==> src/rtl/trap_ctrl.sv <==
// Trap sequencer: takes exceptions, mret and enabled interrupts at commit, pulses csr
// for one cycle, then flushes and redirects fetch under a ready/valid handshake.
package trap_ctrl_pkg;
  typedef enum logic [2:0] {
    ITYPE_NONE      = 3'd0,
    ITYPE_EXCEPTION = 3'd1,
    ITYPE_TIMER     = 3'd2,
    ITYPE_SOFTWARE  = 3'd3,
    ITYPE_EXTERNAL  = 3'd4
  } interrupt_type;
endpackage

module trap_ctrl
  import trap_ctrl_pkg::*;
#(
  parameter int unsigned EXT_SYNC_STAGES = 2
) (
  input  logic          clk,
  input  logic          reset,
  input  logic          commit_valid,
  output logic          commit_ready,
  input  logic [63:0]   commit_pc,
  input  logic          commit_exc,
  input  logic [62:0]   commit_exc_code,
  input  logic          commit_mret,
  input  logic          timer_irq,
  input  logic          sw_irq,
  input  logic          ext_irq,
  input  logic          csr_mie,
  input  logic [63:0]   csr_mtvec,
  input  logic [63:0]   csr_mepc,
  output logic          csr_enter,
  output logic          csr_leave,
  output logic [63:0]   csr_pc,
  output logic [62:0]   csr_code,
  output interrupt_type csr_itype,
  output logic          flush,
  output logic          redirect_valid,
  input  logic          redirect_ready,
  output logic [63:0]   redirect_pc
);

  typedef enum logic [1:0] {IDLE, UPDATE, REDIRECT} state_t;

  state_t        state_q, state_d;
  interrupt_type kind_q, kind_d;
  logic          mret_q, mret_d;
  logic [62:0]   code_q, code_d;
  logic [63:0]   pc_q, pc_d;
  logic [63:0]   rpc_q, rpc_d;
  logic [EXT_SYNC_STAGES-1:0] sync_q;
  logic          ext_sync;
  logic [63:0]   vec_base;

  assign ext_sync = sync_q[EXT_SYNC_STAGES-1];
  assign vec_base = {csr_mtvec[63:2], 2'b00};

  always_comb begin
    state_d = state_q;
    kind_d  = kind_q;
    mret_d  = mret_q;
    code_d  = code_q;
    pc_d    = pc_q;
    rpc_d   = rpc_q;
    case (state_q)
      IDLE: begin
        if (commit_valid) begin
          pc_d = commit_pc;
          if (commit_exc) begin
            state_d = UPDATE;
            kind_d  = ITYPE_EXCEPTION;
            mret_d  = 1'b0;
            code_d  = commit_exc_code;
          end else if (commit_mret) begin
            state_d = UPDATE;
            kind_d  = ITYPE_NONE;
            mret_d  = 1'b1;
            code_d  = '0;
          end else if (csr_mie && ext_sync) begin
            state_d = UPDATE;
            kind_d  = ITYPE_EXTERNAL;
            mret_d  = 1'b0;
            code_d  = 63'd11;
          end else if (csr_mie && sw_irq) begin
            state_d = UPDATE;
            kind_d  = ITYPE_SOFTWARE;
            mret_d  = 1'b0;
            code_d  = 63'd3;
          end else if (csr_mie && timer_irq) begin
            state_d = UPDATE;
            kind_d  = ITYPE_TIMER;
            mret_d  = 1'b0;
            code_d  = 63'd7;
          end else begin
            pc_d = pc_q;
          end
        end
      end
      UPDATE: begin
        // Target is captured here so it reflects csr state at REDIRECT entry and then holds.
        state_d = REDIRECT;
        if (mret_q) begin
          rpc_d = csr_mepc;
        end else if (kind_q == ITYPE_EXCEPTION || csr_mtvec[1:0] != 2'b01) begin
          rpc_d = vec_base;
        end else begin
          rpc_d = vec_base + {code_q[61:0], 2'b00};
        end
      end
      REDIRECT: begin
        if (redirect_ready) state_d = IDLE;
      end
      default: state_d = IDLE;
    endcase
  end

  always_ff @(posedge clk) begin
    if (reset) begin
      state_q <= IDLE;
      kind_q  <= ITYPE_NONE;
      mret_q  <= 1'b0;
      code_q  <= '0;
      pc_q    <= '0;
      rpc_q   <= '0;
      sync_q  <= '0;
    end else begin
      state_q <= state_d;
      kind_q  <= kind_d;
      mret_q  <= mret_d;
      code_q  <= code_d;
      pc_q    <= pc_d;
      rpc_q   <= rpc_d;
      sync_q  <= {sync_q[EXT_SYNC_STAGES-2:0], ext_irq};
    end
  end

  assign commit_ready   = (state_q == IDLE);
  assign csr_enter      = (state_q == UPDATE) && !mret_q;
  assign csr_leave      = (state_q == UPDATE) && mret_q;
  assign csr_itype      = (state_q == UPDATE) ? kind_q : ITYPE_NONE;
  assign csr_pc         = pc_q;
  assign csr_code       = code_q;
  assign flush          = (state_q != IDLE);
  assign redirect_valid = (state_q == REDIRECT);
  assign redirect_pc    = rpc_q;

endmodule
==> config.mk <==
export PLATFORM = sky130hd
export DESIGN_NAME = trap_ctrl
export DESIGN_NICKNAME = d
export VERILOG_FILES = /design/src/rtl/trap_ctrl.sv
export SDC_FILE = /design/constraint.sdc
export NUM_CORES = 1
export LEC_CHECK = 0
export CORE_AREA = 2 2 178 180
export CTS_CLUSTER_SIZE = 10
export DETAILED_ROUTE_END_ITERATION = 10
export DIE_AREA = 0 0 180 182
export PLACE_DENSITY = 0.74
export SYNTH_ARGS = -nofsm -noshare
export SYNTH_HDL_FRONTEND = slang
export SYNTH_SLANG_ARGS = --single-unit
==> constraint.sdc <==
create_clock -name clk -period 3 [get_ports clk]
set_clock_uncertainty 0.1 [all_clocks]
set_input_delay 0.45 -clock clk [delete_from_list [all_inputs] [get_ports clk]]
set_output_delay 0.45 -clock clk [all_outputs]
set_load 0.01 [all_outputs]
==> impl_metrics.toml, run 1 <==
[placement]
portBuffers = 463
dp_hpwl_um = 37700
gp_congestion = 0.933
dp_cells = 2495

[worst_setup_path]
cp-startpoint = "csr_code[39]"
rr_worst_depth = 10
timing.reg2reg.setup_slack_ns = -0.01
critPathKind = "reg2reg"
crit_cells = 10
endpoint_kind = "flop"
r2r_start = "csr_code[39]"
crit_family = "compound AO/OA/AOI/OAI gates"
cp_num_buf_inv = 0
critical_path.endpoint = "redirect_pc[62]"
critPathSlowestCell = "or4_4"
rr_endpoint = "redirect_pc[62]"
cp-start-kind = "flop"
path_cells = "ha_4 -> nand4_4 -> or3_4 -> or4_4 -> a31oi_4 -> o311ai_4 -> a21oi_4 -> a21oi_2 -> a2111o_1 -> a31oi_1"
worst_ep_arrival_time_ns = 3.29
required_ns = 3.28
cp_max_fo = 5
critPathMaxStageDelay_ns = 0.57

[floorplanning]
core-area_um2 = 31000
die_h_um = 182
start_util = 0.372
dieArea_um2 = 32800
ios = 464
rows = 65
die_w_um = 180

[synth]
synth_fp_nets = 1820
ys.flop_type = "dfxtp_1"
synth_fa_ha_area_frac = 0.0680
synth_xor_area_frac = 0.0335
synth_top_area_cell = "dfxtp_1"
synth_seq_cells = 199
syn_avg_cell_area_um2 = 7.72
synth_edf_count = 0
synthTopCellsByArea = "dfxtp_1 (35%), nand2_1 (8.8%), a21oi_1 (8.0%)"
syn_area_um2 = 11500
postSynthCellCount = 1493
synthDistinctLibCells = 67
async_reset_ff_frac = 0
synth_top_area_frac = 0.346
synth_top_family_by_area = "compound AO/OA/AOI/OAI gates"
synthSimpleGateAreaFrac = 0.198
synth_compound_area_frac = 0.306
ys_warn_count = 0
synthMuxAreaShare = 0.00521
seq_area_frac_synth = 0.346

[cts]
htree_levels = 4
cts_root_buf = "clkbuf_16"
clk_path_buf_depth = 2
clk_latency_ns = 0.46
cts-buffers-inserted = 17
cts_tree = "yes"
clock-sinks = 199
clk_pin_slew_ns = 0.08
hold_buffers = 0

[final_layout]
layout_commonest_cell = "clkdlybuf4s50_1"
final_cell_mix = "clkdlybuf4s50_1 (438), nand2_1 (268), buf_4 (247)"
num-fill-cells = 2618
fin_nets = 2444
final-instance-count-excl-fill = 2534
syn2layout_area_growth_pct = 68.4
final_layout_size_suffix_gt1_frac = 0.182

[timing]
max_freq_ghz = 0.332
post-route-period-util = 1.00
hold_ws_ns = 0.223
slew_headroom = 0.291
finalSetupViolations = 1
worstMarginPinSlew_ns = 1.06
fin_crit_ns = 3.01
rsz0062_at_grt = "yes"
drv_slew = 0
finalHoldViolations = 0
setup_ws_ns = -0.0111

[global_route]
grt_max_degree = 84
track_usage = 0.295
antenna_found_initial = 3
grt_pass1_wl_um = 77200
first_global_vias = 14100
grt-ovfl-total = 0

[run]
drv_cap = 0

[hold_path]
worstHoldPathCells = 2
hp-class = "in2reg"

[routing]
drt_iter0_drc = 865
vias = 13900
drc = 0
ant_nets = 0
wl_um = 50400
dr.pass1.iters = 5
routedWlPerCell_um = 19.9
routed_via_density = 5.49

[power_and_ir_drop]
pwr_density_cell_nw_per_um2 = 388
max-vdd-ir-drop_v = 0.000383
p_leak_nw = 7.91

[run_status]
violations = "setup timing"
status = "finished, violations left"
final cells by class:
cell class              count  area (µm²)  share of cell area
diodes                      2        5.00            0.000258
clock buffers              19         443              0.0228
clock inverters            13         111             0.00574
inverters                  21        78.8             0.00406
multi-input cells        1165        7700               0.397
flip-flops and latches    199        4000               0.206
well taps                 402         503              0.0259
repair buffers            713        6560               0.338
worst reg2reg max path: stages (launching register included):
cell	delay [ns]
dfxtp_2	0.34
ha_4	0.28
nand4_4	0.11
or3_4	0.37
or4_4	0.57
a31oi_4	0.22
o311ai_4	0.13
a21oi_4	0.25
a21oi_2	0.10
a2111o_1	0.36
a31oi_1	0.12
worst min path at each step:
stage | startpoint | endpoint
2_1_floorplan | sync_q[0] | sync_q[1]
3_3_place_gp | sync_q[0] | sync_q[1]
3_5_place_dp | sync_q[0] | sync_q[1]
4_1_cts | reset | csr_pc[16]
5_1_grt | reset | csr_pc[20]
6_report | reset | csr_pc[16]
kinds of logic after synthesis:
logic type,Yosys count
AOI/OAI and AO/OA,538
xor gates and xnor gates,44
adders and majority gates,62
buffers and inverters,129
DFF,199
muxes,6
and+or+nand+nor,515
power breakdown:
group / leakage (nW) / internal [W] / switching, W
clock: 0.265 / 0.00111 / 0.00116
sequential: 1.63 / 0.00280 / 0.000126
combinational: 6.01 / 0.00122 / 0.00110
total: 7.91 / 0.00513 / 0.00239
stage by stage:
step	instance area, µm²	setup TNS [ns]	total power (W)	worst slack, ns	utilization
4_1_cts	19100	0	0.00750	0.00192	0.616
2_1_floorplan	11700	-0.00913	0.00392	-0.00913	-
5_1_grt	19400	-0.387	0.00787	-0.0955	0.626
3_5_place_dp	18300	-25.85	0.00519	-0.775	0.590
3_3_place_gp	18300	-23.00	0.00515	-0.697	0.590
6_report	19400	-0.0111	0.00752	-0.0111	0.626
synthesized netlist by cell type (28+ instances only):
| cell type | count |
|---|---|
| a21o_1 | 38 |
| dfxtp_1 | 199 |
| a22o_1 | 59 |
| nand2_1 | 269 |
| nor2_1 | 92 |
| o21ai_0 | 82 |
| and3_1 | 31 |
| nand3_1 | 38 |
| ha_1 | 61 |
| clkbuf_1 | 95 |
| a21oi_1 | 184 |
| xor2_1 | 28 |
| o211ai_1 | 49 |
registers in the layout (all words and copies together), names as in the netlist:
name,cells
kind_q,3
mret_q,1
state_q,2
sync_q,2
csr_pc,64
redirect_pc,64
csr_code,63
metal layers:
layer,global-route usage,up-vias,part of all wire
li1,-,6670,-
met1,0.357,6628,0.42
met2,0.520,509,0.50
met3,0.0618,101,0.060
met4,0.0979,2,0.027
met5,0,-,0.00026
what timing repair did:
item,4_1_cts,5_1_grt
endpoints found under the setup margin,35,34
resized for setup,61,60
pin swaps,20,30
setup buffers,2,3
(Power assumes the default switching activity.)
==> run 2, diff against run 1 <==
ABC_AREA = 1   (was not set)
CORE_AREA = not set   (was 2 2 178 180)
CORE_MARGIN = 2   (was not set)
CORE_UTILIZATION = 43   (was not set)
DIE_AREA = not set   (was 0 0 180 182)
PLACE_DENSITY = 0.79   (was 0.74)
clock period = 2.7 ns   (was 3 ns; I/O delays follow)
==> run 2 against run 1 <==
The flow now finishes without violations; sequential share of layout area shrank 1.4 points; core utilization grew 3.2 points; first-iteration DRC count grew 41%; via count grew 23%; die area grew 2.5%; sequential power grew 12%; register-to-register slack gained 0.14 ns; synthesized cell count grew 55%; non-clock buffer count shrank 45; setup slack gained 0.10 ns; hold slack lost 0.037 ns; critical endpoint is now redirect_pc[63]; highest routed layer unchanged.
==> impl_metrics.toml, run 2 <==
[worst_setup_path]
cp_num_buf_inv = 3
rr_worst_depth = 13
cp_max_fo = 5
crit_family = "simple AND/OR/NAND/NOR gates"
critPathKind = "in2reg"
required_ns = 2.94
timing.reg2reg.setup_slack_ns = 0.13
critPathSlowestCell = "clkdlybuf4s50_1"
cp-start-kind = "primary input"
path_cells = "clkdlybuf4s50_1 -> ha_1 -> nand4_1 -> nor2_1 -> nand2_1 -> inv_1 -> a21oi_2 -> buf_4 -> nand3_1 -> nand3_1 -> nand2_1 -> a21oi_2"
endpoint_kind = "flop"
worst_ep_arrival_time_ns = 2.85
critPathMaxStageDelay_ns = 0.50
crit_cells = 12

[final_layout]
antennaDiodeCount = 0
multiInputGateArea_um2 = 8070
final_cell_mix = "nand2_1 (668), clkdlybuf4s50_1 (461), nor2_1 (360)"
final_layout_size_suffix_gt1_frac = 0.105
syn2layout_area_growth_pct = 50.3
layout_commonest_cell = "nand2_1"
postLayoutCellArea_um2 = 20800
fin_util = 0.658
fin_nets = 3240
seqCellArea_um2 = 3980
final-instance-count-excl-fill = 3328
num-fill-cells = 2889

[routing]
routedWlPerCell_um = 18.3
ant_nets = 0
dr.pass1.iters = 5
drc = 0
drt_iter0_drc = 1217
wl_um = 60900
vias = 17100
routed_via_density = 5.13

[floorplanning]
start_util = 0.438
die_w_um = 183
dieArea_um2 = 33600
core-area_um2 = 31600
die_h_um = 183
ios = 464
rows = 65

[timing]
finalSetupViolations = 0
slew_headroom = 0.347
drv_slew = 0
worstMarginPinSlew_ns = 0.980
finalHoldViolations = 0
setup_ws_ns = 0.0904
max_freq_ghz = 0.383
rsz0062_at_grt = "no"
fin_crit_ns = 2.61
post-route-period-util = 0.967

[synth]
async_reset_ff_frac = 0
ys.flop_type = "dfxtp_1"
synth_fp_nets = 2642
synth_seq_cells = 199
synthTopCellsByArea = "dfxtp_1 (29%), nand2_1 (18%), nor2_1 (9.8%)"
yosys-top-cells-count = "nand2_1 (669), nor2_1 (360), inv_1 (353)"
syn_area_um2 = 13800
syn_avg_cell_area_um2 = 5.97
ys_warn_count = 0
seq_area_frac_synth = 0.288
postSynthCellCount = 2315
synth_top_area_frac = 0.288
synth_top_area_cell = "dfxtp_1"
synthDistinctLibCells = 41
yosys.cell_count.top_type = "nand2_1"
synth_edf_count = 0

[placement]
dp_cells = 3296
postPlaceCellArea_um2 = 20100
portBuffers = 463
post-place-ws_ns = -0.461
gp_congestion = 0.972
dp_hpwl_um = 49700

[cts]
clock-sinks = 199
hold_buffers = 0
clk_pin_slew_ns = 0.08
ctsResizeCount = 0
cts-buffers-inserted = 17
htree_levels = 4
cts_root_buf = "clkbuf_16"
cts_tree = "yes"
clk_path_buf_depth = 2
clk_latency_ns = 0.48
postCtsSetupBuffers = 0

[global_route]
grt_max_degree = 66
antenna_found_initial = 1
grt_pass1_wl_um = 91700
first_global_vias = 16500
grt-ovfl-total = 0
track_usage = 0.357

[power_and_ir_drop]
max-vdd-ir-drop_v = 0.000473
p_leak_nw = 10.2
power_w = 0.00880
pwr_density_cell_nw_per_um2 = 424

[run_status]
status = "finished clean"

[run]
drv_cap = 0

[hold_path]
worstHoldPathCells = 4
hp-class = "in2reg"
[run 2: worst reg2reg max path, cell delays in order (launching register included)]
cell and delay (ns):
dfxtp_1 0.38, ha_2 0.45, nand2_1 0.11, nor2_1 0.14, inv_1 0.10, nor2_1 0.21, inv_1 0.08, buf_4 0.13
nor2_1 0.13, nand3_1 0.15, nand4_1 0.12, nand3_1 0.15, nand2_1 0.13, a21oi_1 0.06
[run 2: power by group]
group,switching (W),total [W],internal [W]
combinational,0.00144,0.00278,0.00134
sequential,0.000141,0.00328,0.00314
clock,0.00141,0.00275,0.00134
total,0.00299,0.00880,0.00582
[run 2: worst paths after layout]
| kind | from | endpoint |
|---|---|---|
| worst min register to register | sync_q[0] | sync_q[1] |
| worst max register to register | csr_code[32] | redirect_pc[50] |
| worst min-delay path | commit_exc | kind_q[1] |
| worst max-delay path | csr_mtvec[61] | redirect_pc[63] |
[run 2: layer usage]
| layer | GRT usage | part of all wire | vias up |
|---|---|---|---|
| met5 | 0 | 0.00023 | - |
| met4 | 0.150 | 0.041 | 2 |
| met3 | 0.0763 | 0.080 | 112 |
| met2 | 0.596 | 0.46 | 717 |
| met1 | 0.447 | 0.42 | 7836 |
| li1 | - | - | 8413 |
[run 2: final cells by class]
class / instances / share of cell area
Timing Repair Buffer: 668 / 0.301
Inverter: 360 / 0.0653
Tap cell: 402 / 0.0242
Sequential cell: 199 / 0.192
Multi-Input combinational cell: 1667 / 0.389
Clock buffer: 18 / 0.0207
Clock inverter: 14 / 0.00838
[run 2: logic make-up after synthesis]
kind of cell,synth area share
flip-flops,0.288
AND/OR/NAND/NOR,0.386
adder cells (fa/ha/maj),0.0567
XOR/XNOR,0.0171
AO/OA/AOI/OAI,0.123
buffers and inverters,0.129
[run 2: metrics by stage]
step           hold WS [ns]  setup TNS [ns]
2_1_floorplan         0.288               0
3_3_place_gp          0.310           -6.37
3_5_place_dp          0.313           -7.30
4_1_cts               0.165               0
5_1_grt               0.215               0
6_report              0.186               0
==> run 3, diff against run 2 <==
CORE_MARGIN = 3   (was 2)
GPL_TIMING_DRIVEN = 0   (was not set)
==> run 3 against run 2 <==
Hold slack gained 0.12 ns; first-iteration DRC count increased by 15%; clock power decreased by 2%; flip-flop and latch count is the same; register-to-register slack hardly changed; highest routed layer unchanged; cell count decreased by 3.7%; critical endpoint is now csr_enter; via count down 2.9%; global-route usage fell by 1.3 points.
==> impl_metrics.toml, run 3 (synthesis gave the netlist of run 2 again) <==
[run_status]
status = "finished clean"

[timing]
finalSetupViolations = 0
rsz0062_at_grt = "no"
max_freq_ghz = 0.379
slew_headroom = 0.181
finalHoldViolations = 0
post-route-period-util = 0.978
worstMarginPinSlew_ns = 1.23
fin_crit_ns = 2.64
setup-tns-final_ns = 0
drv_slew = 0

[final_layout]
syn2layout_area_growth_pct = 42.1
num-fill-cells = 2953
final_layout_size_suffix_gt1_frac = 0.0506
fin_nets = 3121
layout_commonest_cell = "nand2_1"
final_cell_mix = "nand2_1 (667), clkdlybuf4s50_1 (459), nor2_1 (358)"

[routing]
routedWlPerCell_um = 18.9
wl_um = 60600
vias = 16600
dr.pass1.iters = 6
drt_iter0_drc = 1401
ant_nets = 0
routed_via_density = 5.18
drc = 0

[worst_setup_path]
rr_endpoint = "redirect_pc[61]"
rr_worst_depth = 15
critPathMaxStageDelay_ns = 0.63
critPathKind = "reg2out"
endpoint_kind = "output pin"
cp-startpoint = "state_q[0]"
cp-start-kind = "flop"
required_ns = 2.19
worst_ep_arrival_time_ns = 2.13
critPathSlowestCell = "clkdlybuf4s50_1"
path_cells = "inv_1 -> nor2_2 -> inv_4 -> nor2_4 -> clkdlybuf4s50_1"
cp_max_fo = 8
critical_path.endpoint = "csr_enter"
timing.reg2reg.setup_slack_ns = 0.14
r2r_start = "csr_code[5]"

[global_route]
grt-ovfl-total = 0
track_usage = 0.344
antenna_found_initial = 6
grt_pass1_wl_um = 89900
first_global_vias = 15900
grt_max_degree = 20

[power_and_ir_drop]
clkPwrFrac = 0.316
switching_share = 0.337
p_leak_nw = 9.42
power.share.combinational = 0.300
p_int_w = 0.00567
max-vdd-ir-drop_v = 0.000461
p_seq_frac = 0.384
power.switching_w = 0.00288
power_w = 0.00855
pwr_density_cell_nw_per_um2 = 436

[placement]
gp_congestion = 0.990
dp_hpwl_um = 51000
portBuffers = 462

[floorplanning]
die_h_um = 185
ios = 464
core-area_um2 = 31100
rows = 64
die_w_um = 185
dieArea_um2 = 34300
start_util = 0.443

[cts]
hold_buffers = 0
cts_root_buf = "clkbuf_16"
clk_pin_slew_ns = 0.08
ctsResizeCount = 7
clk_latency_ns = 0.48
htree_levels = 4
clock-sinks = 199
cts-buffers-inserted = 17
clk_path_buf_depth = 2
cts_tree = "yes"
postCtsSetupBuffers = 0

[hold_path]
hp-class = "reg2reg"

[run]
drv_cap = 0
==> run 3: cell count changes in the layout (fill, tap and decap cells not counted), sizes merged <==
cell           before  now
inv               367  366
clkinvlp            1    0
clkbuf             18   74
clkdlybuf4s50     461  459
buf               207   32
diode               0    2
clkinv              5    6
dlygate4sd2         0    2
dlymetal6s2s        0    1
==> run 3: worst min-delay path by stage <==
| stage | from | to | cells past startpoint |
|---|---|---|---|
| after floorplan | sync_q[0] | sync_q[1] | 2 |
| after global placement | sync_q[0] | sync_q[1] | 2 |
| after detailed placement | sync_q[0] | sync_q[1] | 2 |
| after CTS | reset | redirect_pc[44] | 3 |
| after global routing | sync_q[0] | sync_q[1] | 2 |
| final | sync_q[0] | sync_q[1] | 2 |
==> run 3: layer usage <==
metal / vias up / wire [µm] / track usage
li1: 8190 / - / -
met1: 7600 / 24500 / 0.423
met2: 686 / 28300 / 0.588
met3: 110 / 5210 / 0.0748
met4: 6 / 2480 / 0.135
met5: - / 35 / 0
==> run 3: through the flow <==
step,cell area (µm²),std cells,setup slack (ns),util,hold WS [ns]
final,19600,3205,0.0606,0.630,0.310
after global routing,19600,3205,0.00104,0.630,0.323
after CTS,19500,3203,0.0266,0.627,0.310
after detailed placement,18900,3173,-0.478,0.608,0.301
after global placement,18900,3173,-0.457,0.608,0.297
after floorplan,13800,2315,0.529,-,0.288
==> run 3: final cells by class <==
| class | instances | area, µm² | share of cell area |
|---|---|---|---|
| multi-input cells | 1667 | 8110 | 0.413 |
| well taps | 396 | 495 | 0.0253 |
| flip-flops and latches | 199 | 3990 | 0.203 |
| repair buffers | 462 | 4620 | 0.236 |
| inverters | 360 | 1360 | 0.0691 |
| plain buffers | 87 | 442 | 0.0225 |
| diodes | 2 | 5.00 | 0.000255 |
| clock buffers | 19 | 453 | 0.0231 |
| clock inverters | 13 | 153 | 0.00778 |
==> run 3: power groups by stage <==
stage                     sequential [W]  clock [W]  combinational [W]
after floorplan                  0.00340          0            0.00115
after global placement           0.00334          0            0.00248
after detailed placement         0.00335          0            0.00252
after CTS                        0.00328    0.00270            0.00253
after global routing             0.00330    0.00283            0.00278
final                            0.00328    0.00270            0.00256
==> run 3: worst max-delay path: cells and delay by family, from the launching register on <==
family	cells	cell delay, ns
buffers and inverters	3	0.82
DFF	1	0.35
and+or+nand+nor	2	0.49
